**src/rtl/logicnets_in_pkg.sv**
```systemverilog
// Shared defaults, frame-index width and capture FSM encoding for the
// LogicNets layer-0 input packer.
package logicnets_in_pkg;

  localparam int LN_IN_W     = 12;
  localparam int LN_QBITS    = 2;
  localparam int LN_NUM_FEAT = 32;
  localparam int LN_SHIFT    = 8;
  localparam int LN_IDX_W    = $clog2(LN_NUM_FEAT);

  typedef enum logic {
    ST_FILL    = 1'b0,
    ST_PENDING = 1'b1
  } cap_state_t;

endpackage

```
**src/rtl/logicnets_in_quant.sv**
```systemverilog
// Combinational sample quantizer: arithmetic shift, offset to unsigned,
// clamp to the QBITS code range, and flag when clamping occurred.
module logicnets_in_quant
  import logicnets_in_pkg::*;
#(
  parameter int IN_W  = LN_IN_W,
  parameter int QBITS = LN_QBITS,
  parameter int SHIFT = LN_SHIFT
) (
  input  logic [IN_W-1:0]  i_data,
  output logic [QBITS-1:0] o_code,
  output logic             o_clamped
);

  localparam logic signed [IN_W:0] C_OFF = (IN_W+1)'(2 ** (QBITS - 1));
  localparam logic signed [IN_W:0] C_MAX = (IN_W+1)'(2 ** QBITS - 1);

  logic signed [IN_W-1:0] w_s;
  logic signed [IN_W:0]   w_c;
  logic                   w_lo;
  logic                   w_hi;

  // One extra bit of headroom keeps the offset add from overflowing.
  assign w_s  = $signed(i_data) >>> SHIFT;
  assign w_c  = $signed({w_s[IN_W-1], w_s}) + C_OFF;
  assign w_lo = w_c[IN_W];
  assign w_hi = (w_c > C_MAX);

  always_comb begin
    o_code = w_c[QBITS-1:0];
    if (w_lo) begin
      o_code = '0;
    end else if (w_hi) begin
      o_code = '1;
    end
  end

  assign o_clamped = w_lo | w_hi;

endmodule

```
**src/rtl/logicnets_in_packer.sv**
```systemverilog
// Double-buffered input packer: quantizes a sample stream into NUM_FEAT codes per frame.
// Optional macro LOGICNETS_IN_SATCNT_EN adds a saturating clamp counter output sat_count.
module logicnets_in_packer
  import logicnets_in_pkg::*;
#(
  parameter int IN_W     = LN_IN_W,
  parameter int QBITS    = LN_QBITS,
  parameter int NUM_FEAT = LN_NUM_FEAT,
  parameter int SHIFT    = LN_SHIFT
) (
  input  logic                      clk,
  input  logic                      rst,
  input  logic                      in_valid,
  output logic                      in_ready,
  input  logic [IN_W-1:0]           in_data,
  input  logic                      in_last,
  output logic                      out_valid,
  input  logic                      out_ready,
  output logic [NUM_FEAT*QBITS-1:0] out_data,
  output logic                      err_frame
`ifdef LOGICNETS_IN_SATCNT_EN
  ,
  output logic [15:0]               sat_count
`endif
);

  localparam int VEC_W = NUM_FEAT * QBITS;
  localparam int IDX_W = (NUM_FEAT == LN_NUM_FEAT) ? LN_IDX_W : $clog2(NUM_FEAT);
  localparam logic [IDX_W-1:0] LAST_IDX = IDX_W'(NUM_FEAT - 1);

  cap_state_t       r_state;
  cap_state_t       w_state_next;
  logic [IDX_W-1:0] r_idx;
  logic [IDX_W-1:0] w_idx_next;
  logic [VEC_W-1:0] r_cap;
  logic [VEC_W-1:0] w_cap_next;
  logic [VEC_W-1:0] r_out_data;
  logic             r_out_valid;
  logic             w_out_valid_next;
  logic             r_in_ready;
  logic             r_err;
  logic             w_err_next;
  logic [QBITS-1:0] w_code;
  logic             w_clamped;
  logic             w_accept;
  logic             w_out_fire;
  logic             w_complete;
  logic             w_load_out;

  logicnets_in_quant #(
    .IN_W (IN_W),
    .QBITS(QBITS),
    .SHIFT(SHIFT)
  ) u_quant (
    .i_data   (in_data),
    .o_code   (w_code),
    .o_clamped(w_clamped)
  );

  assign w_accept   = in_valid && r_in_ready;
  assign w_out_fire = r_out_valid && out_ready;
  assign w_complete = w_accept && (r_idx == LAST_IDX);

  // Capture view including the code being accepted this cycle, so a
  // completing beat can go straight to the output slot.
  generate
    for (genvar gi = 0; gi < NUM_FEAT; gi++) begin : g_slot
      assign w_cap_next[gi*QBITS +: QBITS] =
        (w_accept && (r_idx == IDX_W'(gi))) ? w_code : r_cap[gi*QBITS +: QBITS];
    end
  endgenerate

  always_comb begin
    w_state_next = r_state;
    w_load_out   = 1'b0;
    case (r_state)
      ST_FILL: begin
        if (w_complete) begin
          if (!r_out_valid || w_out_fire) begin
            w_load_out = 1'b1;
          end else begin
            w_state_next = ST_PENDING;
          end
        end
      end
      ST_PENDING: begin
        if (w_out_fire) begin
          w_load_out   = 1'b1;
          w_state_next = ST_FILL;
        end
      end
      default: w_state_next = ST_FILL;
    endcase
  end

  always_comb begin
    w_out_valid_next = r_out_valid;
    if (w_load_out) begin
      w_out_valid_next = 1'b1;
    end else if (w_out_fire) begin
      w_out_valid_next = 1'b0;
    end
    w_idx_next = r_idx;
    if (w_accept) begin
      w_idx_next = (w_complete || in_last) ? '0 : r_idx + IDX_W'(1);
    end
    w_err_next = w_accept && (w_complete ? !in_last : in_last);
  end

  always_ff @(posedge clk or posedge rst) begin
    if (rst) begin
      r_state     <= ST_FILL;
      r_idx       <= '0;
      r_cap       <= '0;
      r_out_data  <= '0;
      r_out_valid <= 1'b0;
      r_in_ready  <= 1'b0;
      r_err       <= 1'b0;
    end else begin
      r_state     <= w_state_next;
      r_idx       <= w_idx_next;
      r_cap       <= w_cap_next;
      r_out_valid <= w_out_valid_next;
      r_in_ready  <= (w_state_next == ST_FILL);
      r_err       <= w_err_next;
      if (w_load_out) begin
        r_out_data <= w_cap_next;
      end
    end
  end

  assign in_ready  = r_in_ready;
  assign out_valid = r_out_valid;
  assign out_data  = r_out_data;
  assign err_frame = r_err;

`ifdef LOGICNETS_IN_SATCNT_EN
  logic [15:0] r_sat_count;

  always_ff @(posedge clk or posedge rst) begin
    if (rst) begin
      r_sat_count <= '0;
    end else if (w_accept && w_clamped && (r_sat_count != 16'hFFFF)) begin
      r_sat_count <= r_sat_count + 16'd1;
    end
  end

  assign sat_count = r_sat_count;
`endif

endmodule

```
**config.mk**
```make
export PLATFORM = sky130hd
export DESIGN_NAME = logicnets_in_packer
export DESIGN_NICKNAME = d
export VERILOG_FILES = /design/src/rtl/logicnets_in_pkg.sv /design/src/rtl/logicnets_in_quant.sv /design/src/rtl/logicnets_in_packer.sv
export SDC_FILE = /design/constraint.sdc
export NUM_CORES = 1
export LEC_CHECK = 0
export CORE_MARGIN = 5
export CORE_UTILIZATION = 58
export DETAILED_ROUTE_END_ITERATION = 8
export PLACE_DENSITY = 0.85
export SETUP_SLACK_MARGIN = 0.4
export SYNTH_ARGS = -nofsm -noshare
export SYNTH_HDL_FRONTEND = slang
export SYNTH_HIERARCHICAL = 1
export SYNTH_SLANG_ARGS = --single-unit
```
**constraint.sdc**
```tcl
create_clock -name clk -period 13 [get_ports clk]
set_input_delay 2.6 -clock clk [delete_from_list [all_inputs] [get_ports clk]]
set_output_delay 2.6 -clock clk [all_outputs]
set_load 0.02 [all_outputs]
```
==> out/summary.txt, run 1 <==
final cycle utilization of the critical path = 0.4219
Critical path buffers and inverters = 2
initial cell density of the core = 0.5951
Clk pin slew, worst setup/hold paths = 0.06 ns
TritonRoute pass-1 iters = 4
Detail Route Antenna Nets = 0
count of boundary I/O pins = 84
drc violations = 0
Fin. Hold Viols = 0
most frequent cells in the layout = sky130_fd_sc_hd__dfrtp_1, sky130_fd_sc_hd__mux2_2, sky130_fd_sc_hd__clkdlybuf4s50_1
Worst path top cell family by delay = buffers and inverters
Avg Inst Size Synth = 15.54 um^2
top fanout value on the critical path = 38
core utilization of the finished layout = 0.7351
cells on worst reg2reg path = 7
number of global-route vias before repair = 3642
setup slack, reg-to-reg = 9.42 ns
Power Internal = 0.0007727 W
Crit path largest cell delay = 1.00 ns
type of the most critical hold path = reg2reg
Critical Path Slowest Stage Cell = sky130_fd_sc_hd__a21oi_4
transition time at the pin with the least slew margin = 1.281 ns
worst max-slew margin expressed relative to the limit = 0.1443
sequential power share = 0.455
initial DRC count = 167
max-cap violation count = 0
Crit path required time = 13.38 ns
worst clock skew = 0.007254 ns
total count of max-transition violations in the final report = 0
overall global routing resource usage = 0.2029
Clk Tree Root Cell = sky130_fd_sc_hd__clkbuf_8
largest net degree at the start of global routing = 78
leading cell type in the layout, fill and taps excluded = sky130_fd_sc_hd__dfrtp_1
Fmax achieved = 182.3 MHz
critical path capture point type = flop
largest voltage drop on the vdd net = 0.00008936 V
Cell Rows = 36
power density over the cells = 139.5 mW/mm^2
Core Box Area = 0.009819 mm^2
area of the multi-input gates = 0.002202 mm^2
Startpoint Class = primary input
synthesized netlist cell count = 376
destination of the worst register-to-register timing path = out_data[62]
buffers added on ports = 75
status = finished, final reports clean
Die ar. = 0.01218 mm^2
number of clock sinks = 137
final estimated routing congestion in global placement = 0.7379
Hold Crit Endpoint = r_cap[56]
Seq. cell area = 0.003428 mm^2
die height = 110.4 um
final WL = 11.48 mm
number of nets produced by synthesis = 402
Worst Setup Path Type = in2reg
Synth Warn # = 6
layout cells sized above 1 = 0.3660
count of inserted antenna diode cells = 0
worst hold path stage count = 1
Sw Share = 0.2328
clock insertion delay at the later pin of the skew report = 0.50 ns
hold path startpoint = r_cap[56]
horizontal die dimension = 110.4 um
total via count after detailed routing = 3273
clock tree from TritonCTS = yes
minimum clock period = 5.485 ns
number of buffers created by CTS = 17
share of total power in the clock network = 0.480
startpoint of the lowest-slack register-to-register path = r_idx[0]
buffer depth of the longest clock path = 2
area delta synth->final = 23.53%
setup repair bufs after CTS = 0
sum of negative setup slack = 0 ns
global-route wire length before repair = 18.77 mm
cts repair resizes = 0
Filler Cells Inserted = 661
leftover overflow at the end of global routing = 0
Final Setup Violations = 0
number of antenna violations at the first check in global routing = 0
Cell Area, Synth = 0.005843 mm^2
Data arrival, critical path = 5.87 ns
leakage = 3.456 nW
average wire per cell in the routed design = 19.03 um
setup repair after global routing missed its margin = no
CTS H-Tree Depth = 4
critical path cell sequence = clkdlybuf4s50_1, and2_1, nand3b_4, a21oi_4, buf_4, mux2_2
number of nets at the end of the flow = 483
power spent charging and discharging nets = 0.0002344 W
proportion of power drawn by combinational gates = 0.065
dpl hpwl = 7.357 mm
routed vias/inst = 5.428
hold_buf cts = 0
per-stage QoR:
| stage | cell area [um^2] | power (W) | hold WS, ns | cells | worst slack, ns |
|---|---|---|---|---|---|
| after CTS | 7218 | 0.001014 | 0.4973 | 603 | 7.542 |
| after detailed placement | 6614 | 0.0005310 | 0.4839 | 571 | 6.996 |
| after global routing | 7218 | 0.001045 | 0.5023 | 603 | 7.390 |
| final | 7218 | 0.001007 | 0.4934 | 603 | 7.515 |
| after floorplan | 5843 | 0.0005093 | 0.4666 | 376 | 6.732 |
| after global placement | 6614 | 0.0005262 | 0.4759 | 571 | 7.077 |
worst reg2reg max path, delay by kind of cell, from the launching register on:
kind                       cells  cell delay (ns)
muxes                          1             0.43
buffers and inverters          1             0.70
DFF                            1             0.43
AOI/OAI and AO/OA              1             1.00
and+or+nand+nor                2             0.32
adders and majority gates      2             0.58
how the worst max path moves through the flow:
stage               startpoint            to  slack (ns)  cells after the start
floorplan                  rst     err_frame        6.73                      1
finish                in_valid  out_data[62]        7.51                      6
global placement      in_valid  out_data[55]        7.08                      6
global route          in_valid  out_data[61]        7.39                      6
detailed placement    in_valid  out_data[54]        7.00                      6
CTS                   in_valid  out_data[54]        7.54                      6
metal layers:
layer / wire length, um / GRT usage / vias up
met5: 0 / 0 / -
met4: 140 / 0.05189 / 0
met3: 563 / 0.05999 / 16
met2: 5737 / 0.3406 / 78
met1: 5035 / 0.2598 / 1703
li1: - / - / 1476
state kept, by name, indices dropped and copies added, names as in the netlist:
register,flops
out_valid,1
out_data,64
r_idx,5
r_cap,64
in_ready,1
err_frame,1
r_state,1
power groups by stage:
stage	Clock, W	Combinational [W]	Sequential, W
2_1_floorplan	0	0.0000471	0.000462
3_3_place_gp	0	0.0000625	0.000464
3_5_place_dp	0	0.0000655	0.000465
4_1_cts	0.000489	0.0000664	0.000458
5_1_grt	0.000511	0.0000727	0.000460
6_report	0.000483	0.0000658	0.000458
layout make-up:
| cell class | count | area share |
|---|---|---|
| timing repair buffer | 79 | 0.1082 |
| sequential | 137 | 0.4750 |
| multi-input combinational | 213 | 0.3051 |
| tap | 133 | 0.02305 |
| clock buffer | 17 | 0.05738 |
| inverter | 9 | 0.005027 |
| clock inverter | 15 | 0.02635 |
Note: power is estimated with default switching activity, not from simulation.
==> run 2: changes to the inputs <==
CORE_UTILIZATION = 49   (was 58)
PLACE_DENSITY = 0.77   (was 0.85)
clock period = 4.39 ns   (was 13 ns; I/O delays follow)
==> out/summary.txt, run 2 (synthesis results as in run 1) <==
number of antenna violations at the first check in global routing = 0 (unchanged)
layout cells sized above 1 = 0.3603 (-0.005616)
final estimated routing congestion in global placement = 0.6924 (-6.2%)
average wire per cell in the routed design = 18.03 um (-5.2%)
Die ar. = 0.01421 mm^2 (+17%)
buffer depth of the longest clock path = 2 (unchanged)
area of the multi-input gates = 0.002202 mm^2 (unchanged)
final WL = 11.04 mm (-3.8%)
top fanout value on the critical path = 35 (-7.9%)
overall global routing resource usage = 0.1653 (-0.03765)
TritonRoute pass-1 iters = 4 (unchanged)
Fmax achieved = 351.5 MHz
hold_buf cts = 0 (unchanged)
Data arrival, critical path = 3.13 ns (-2.74 ns)
leftover overflow at the end of global routing = 0 (unchanged)
worst slack, placed = 1.135 ns (-5.861 ns)
global-route wire length before repair = 18.65 mm (-0.63%)
Worst Setup Path Type = in2reg
power density over the cells = 412.8 mW/mm^2 (+200%)
drc violations = 0 (unchanged)
type of the most critical hold path = reg2reg
Startpoint Class = primary input
clock insertion delay at the later pin of the skew report = 0.41 ns (-0.09 ns)
Crit path required time = 4.67 ns (-8.71 ns)
Seq. cell area = 0.003428 mm^2 (unchanged)
initial DRC count = 138 (-17%)
dpl hpwl = 7.272 mm (-1.2%)
buffers added on ports = 75 (unchanged)
largest net degree at the start of global routing = 62 (-21%)
number of nets at the end of the flow = 485 (+0.41%)
number of global-route vias before repair = 3584 (-1.6%)
number of buffers created by CTS = 17 (unchanged)
initial cell density of the core = 0.5052 (-0.08981)
total count of max-transition violations in the final report = 0 (unchanged)
cts repair resizes = 0 (unchanged)
Clk Tree Root Cell = sky130_fd_sc_hd__clkbuf_16
Core Box Area = 0.01156 mm^2 (+18%)
sum of negative setup slack = 0 ns (unchanged)
Detail Route Antenna Nets = 0 (unchanged)
count of boundary I/O pins = 84 (unchanged)
horizontal die dimension = 119.2 um (+8.0%)
worst max-slew margin expressed relative to the limit = 0.3348 (+0.1905)
largest voltage drop on the vdd net = 0.0002265 V (+150%)
leakage = 3.479 nW (+0.64%)
minimum clock period = 2.845 ns
Clk pin slew, worst setup/hold paths = 0.05 ns (about the same)
area delta synth->final = 24.11%
total via count after detailed routing = 3206 (-2.0%)
die height = 119.2 um (+8.0%)
count of inserted antenna diode cells = 0 (unchanged)
Cell Rows = 39 (+8.3%)
worst hold path stage count = 1 (unchanged)
Filler Cells Inserted = 877 (+33%)
transition time at the pin with the least slew margin = 0.9957 ns (-0.2850 ns)
CTS H-Tree Depth = 4 (unchanged)
final hold slack = 0.4890 ns (-0.004369 ns)
least setup slack across all paths after layout = 1.545 ns (-5.969 ns)
status = finished, final reports clean
routed vias/inst = 5.239 (-3.5%)
clock tree from TritonCTS = yes
final cycle utilization of the critical path = 0.6480
worst clock skew = 0.004386 ns (-0.002868 ns)
critical path capture point type = flop
number of clock sinks = 137 (unchanged)
leading cell type in the layout, fill and taps excluded = sky130_fd_sc_hd__dfrtp_1
most frequent cells in the layout = sky130_fd_sc_hd__dfrtp_1, sky130_fd_sc_hd__mux2_2, sky130_fd_sc_hd__clkdlybuf4s50_1
setup repair after global routing missed its margin = no
Final Setup Violations = 0 (unchanged)
max-cap violation count = 0 (unchanged)
cells on worst reg2reg path = 7 (unchanged)
setup repair bufs after CTS = 0 (unchanged)
Fin. Hold Viols = 0 (unchanged)
==> run 2: cell type report <==
type,count,share of cell area
Sequential cell,137,0.4727
Multi-Input combinational cell,213,0.3037
Timing Repair Buffer,81,0.1115
Clock buffer,20,0.06159
Tap cell,143,0.02467
Clock inverter,9,0.02070
Inverter,9,0.005176
==> run 2: report_power, final <==
group,internal [W],switching [W]
clock network,0.000952,0.000491
logic,0.0000813,0.000114
registers,0.00133,0.0000232
==> run 2: worst max-delay path: stages <==
cell and delay (ns):
sky130_fd_sc_hd__clkdlybuf4s50_1 0.61, sky130_fd_sc_hd__and2_1 0.42, sky130_fd_sc_hd__nand3b_4 0.12, sky130_fd_sc_hd__a21oi_4 0.17, sky130_fd_sc_hd__buf_4 0.50, sky130_fd_sc_hd__mux2_2 0.41
==> run 2: final timing paths <==
path                       slack, ns      start           end
min                             0.49  r_cap[62]     r_cap[62]
max                             1.55   in_valid  out_data[54]
max in group asynchronous       2.41        rst      r_cap[7]
max reg2reg                     1.80   r_idx[0]  out_data[54]
min reg2reg                     0.49  r_cap[62]     r_cap[62]
min in group asynchronous       1.04        rst  out_data[36]
==> run 2: through the flow <==
step,area (um^2),std cells,total power (W),util
3_5_place_dp,6655,583,0.001575,0.5755
4_1_cts,7252,612,0.003027,0.6271
6_report,7252,612,0.002994,0.6271
5_1_grt,7252,612,0.003110,0.6271
3_3_place_gp,6655,583,0.001562,0.5755
2_1_floorplan,5847,376,0.001508,-
==> run 2: layer usage <==
metal	wire length, um	track usage	vias to the layer above
li1	-	-	1477
met1	4955	0.2083	1649
met2	5439	0.2688	70
met3	505	0.05213	10
met4	133	0.06083	0
met5	0	0	-
==> run 3: changes to the inputs <==
CORE_UTILIZATION = 54   (was 49)
PLACE_DENSITY = 0.8   (was 0.77)
clock period = 2.8 ns   (was 4.39 ns; I/O delays follow)
==> out/summary.txt, run 3 (synthesis results as in run 1) <==
critical path capture point type = flop
area of the multi-input gates = 0.002205 mm^2 (+0.11%)
initial DRC count = 80 (-42%)
dpl hpwl = 7.052 mm (-3.0%)
share of total power in the clock network = 0.467 (-0.015)
CTS H-Tree Depth = 4 (unchanged)
number of global-route vias before repair = 3690 (+3.0%)
Data arrival, critical path = 2.77 ns (-0.36 ns)
Fin. Hold Viols = 0 (unchanged)
worst max-slew margin expressed relative to the limit = 0.7557 (+0.4209)
hold_buf cts = 0 (unchanged)
Clk pin slew, worst setup/hold paths = 0.06 ns (about the same)
proportion of power drawn by combinational gates = 0.070 (+0.005)
Post-Layout Cell Count = 616 (+0.65%)
average wire per cell in the routed design = 18.38 um (+1.9%)
setup repair bufs after CTS = 0 (unchanged)
total count of max-transition violations in the final report = 0 (unchanged)
final WL = 11.32 mm (+2.6%)
number of clock sinks = 137 (unchanged)
Startpoint Class = flop
leakage = 3.516 nW (+1.1%)
minimum clock period = 2.377 ns
die height = 114.0 um (-4.3%)
instance count after placement with tap cells included = 583 (unchanged)
max-cap violation count = 0 (unchanged)
number of nets at the end of the flow = 489 (+0.82%)
leftover overflow at the end of global routing = 0 (unchanged)
total via count after detailed routing = 3308 (+3.2%)
Final Setup Violations = 0 (unchanged)
Cell Rows = 38 (-2.6%)
clock tree from TritonCTS = yes
transition time at the pin with the least slew margin = 0.3665 ns (-0.6292 ns)
buffer depth of the longest clock path = 2 (unchanged)
type of the most critical hold path = reg2reg
status = finished, final reports clean
global-route wire length before repair = 19.12 mm (+2.5%)
count of boundary I/O pins = 84 (unchanged)
number of buffers created by CTS = 17 (unchanged)
number of antenna violations at the first check in global routing = 0 (unchanged)
sum of negative setup slack = 0 ns (unchanged)
sequential power share = 0.463 (+0.010)
Clk Tree Root Cell = sky130_fd_sc_hd__clkbuf_8
drc violations = 0 (unchanged)
power spent charging and discharging nets = 0.001028 W (+64%)
buffers added on ports = 75 (unchanged)
horizontal die dimension = 114.0 um (-4.3%)
power density over the cells = 625.6 mW/mm^2 (+52%)
count of inserted antenna diode cells = 0 (unchanged)
Core Box Area = 0.01075 mm^2 (-7.1%)
Worst Setup Path Type = reg2reg
final estimated routing congestion in global placement = 0.7459 (+7.7%)
Seq. cell area = 0.003428 mm^2 (unchanged)
Die ar. = 0.01300 mm^2 (-8.5%)
least setup slack across all paths after layout = 0.4229 ns (-1.122 ns)
most frequent cells in the layout = sky130_fd_sc_hd__dfrtp_1, sky130_fd_sc_hd__mux2_2, sky130_fd_sc_hd__clkdlybuf4s50_1
top fanout value on the critical path = 17 (-51%)
layout cells sized above 1 = 0.3739 (+0.01361)
Detail Route Antenna Nets = 0 (unchanged)
Crit path required time = 3.19 ns (-1.48 ns)
Sw Share = 0.2240 (+0.01434)
Filler Cells Inserted = 754 (-14%)
leading cell type in the layout, fill and taps excluded = sky130_fd_sc_hd__dfrtp_1
routed vias/inst = 5.370 (+2.5%)
initial cell density of the core = 0.5438 (+0.03853)
area delta synth->final = 25.59%
worst clock skew = 0.01006 ns (+0.005672 ns)
Power Internal = 0.003563 W (+51%)
largest net degree at the start of global routing = 73 (+18%)
Fmax achieved = 420.7 MHz
worst slack, placed = 0.1321 ns (-1.003 ns)
TritonRoute pass-1 iters = 4 (unchanged)
setup repair after global routing missed its margin = yes
clock insertion delay at the later pin of the skew report = 0.51 ns (+0.10 ns)
overall global routing resource usage = 0.1897 (+0.02446)
largest voltage drop on the vdd net = 0.0003014 V (+33%)
final cycle utilization of the critical path = 0.8490
-- run 3: per-layer routing --
metal | wire length, um | global-route usage | vias to the layer above
met5 | 0 | 0 | -
met3 | 476 | 0.04668 | 16
met4 | 141 | 0.06968 | 0
met1 | 5054 | 0.2449 | 1718
met2 | 5647 | 0.3123 | 84
li1 | - | - | 1490
-- run 3: power groups by stage --
stage	Clock (W)	Combinational [W]	Sequential (W)
finish	0.00214	0.000322	0.00212
global route	0.00227	0.000359	0.00213
CTS	0.00219	0.000326	0.00212
detailed placement	0	0.000325	0.00216
global placement	0	0.000312	0.00215
floorplan	0	0.000219	0.00215
-- run 3: layout make-up --
| type | count | area share |
|---|---|---|
| clock inverter | 11 | 0.01637 |
| multi-input combinational | 213 | 0.3004 |
| sequential | 137 | 0.4672 |
| timing repair buffer | 85 | 0.1245 |
| clock buffer | 21 | 0.06257 |
| inverter | 9 | 0.005115 |
| tap | 140 | 0.02387 |
-- run 3: path summary, 6_finish.rpt --
check	end	from	slack (ns)	cells after the start
worst max register to register	out_data[52]	r_idx[0]	0.42	7
worst max-delay path	out_data[52]	r_idx[0]	0.42	7
max in group asynchronous	out_data[20]	rst	1.96	3
min in group asynchronous	out_data[41]	rst	0.53	3
worst min-delay path	r_cap[30]	r_cap[30]	0.49	1
worst min register to register	r_cap[30]	r_cap[30]	0.49	1
-- run 3: what timing repair did --
item | CTS | global route
resized for setup | 0 | 1
setup endpoints to repair | 9 | 50
cloned | 1 | 0
-- run 3: through the flow --
stage               instance area, um^2  total power, W  utilization  hold WS, ns
finish                             7338        0.004591       0.6829       0.4949
global route                       7338        0.004766       0.6829       0.5103
CTS                                7336        0.004637       0.6827       0.4974
detailed placement                 6724        0.002483       0.6258       0.4837
global placement                   6724        0.002460       0.6258       0.4776
floorplan                          5847        0.002365            -       0.4666
-- run 3: worst max-delay path, stage by stage (launching register included) --
cell,delay [ns]
sky130_fd_sc_hd__dfrtp_1,0.45
sky130_fd_sc_hd__ha_2,0.30
sky130_fd_sc_hd__and3_1,0.23
sky130_fd_sc_hd__ha_1,0.26
sky130_fd_sc_hd__nand3b_4,0.10
sky130_fd_sc_hd__a21oi_4,0.21
sky130_fd_sc_hd__buf_4,0.33
sky130_fd_sc_hd__mux2_2,0.38
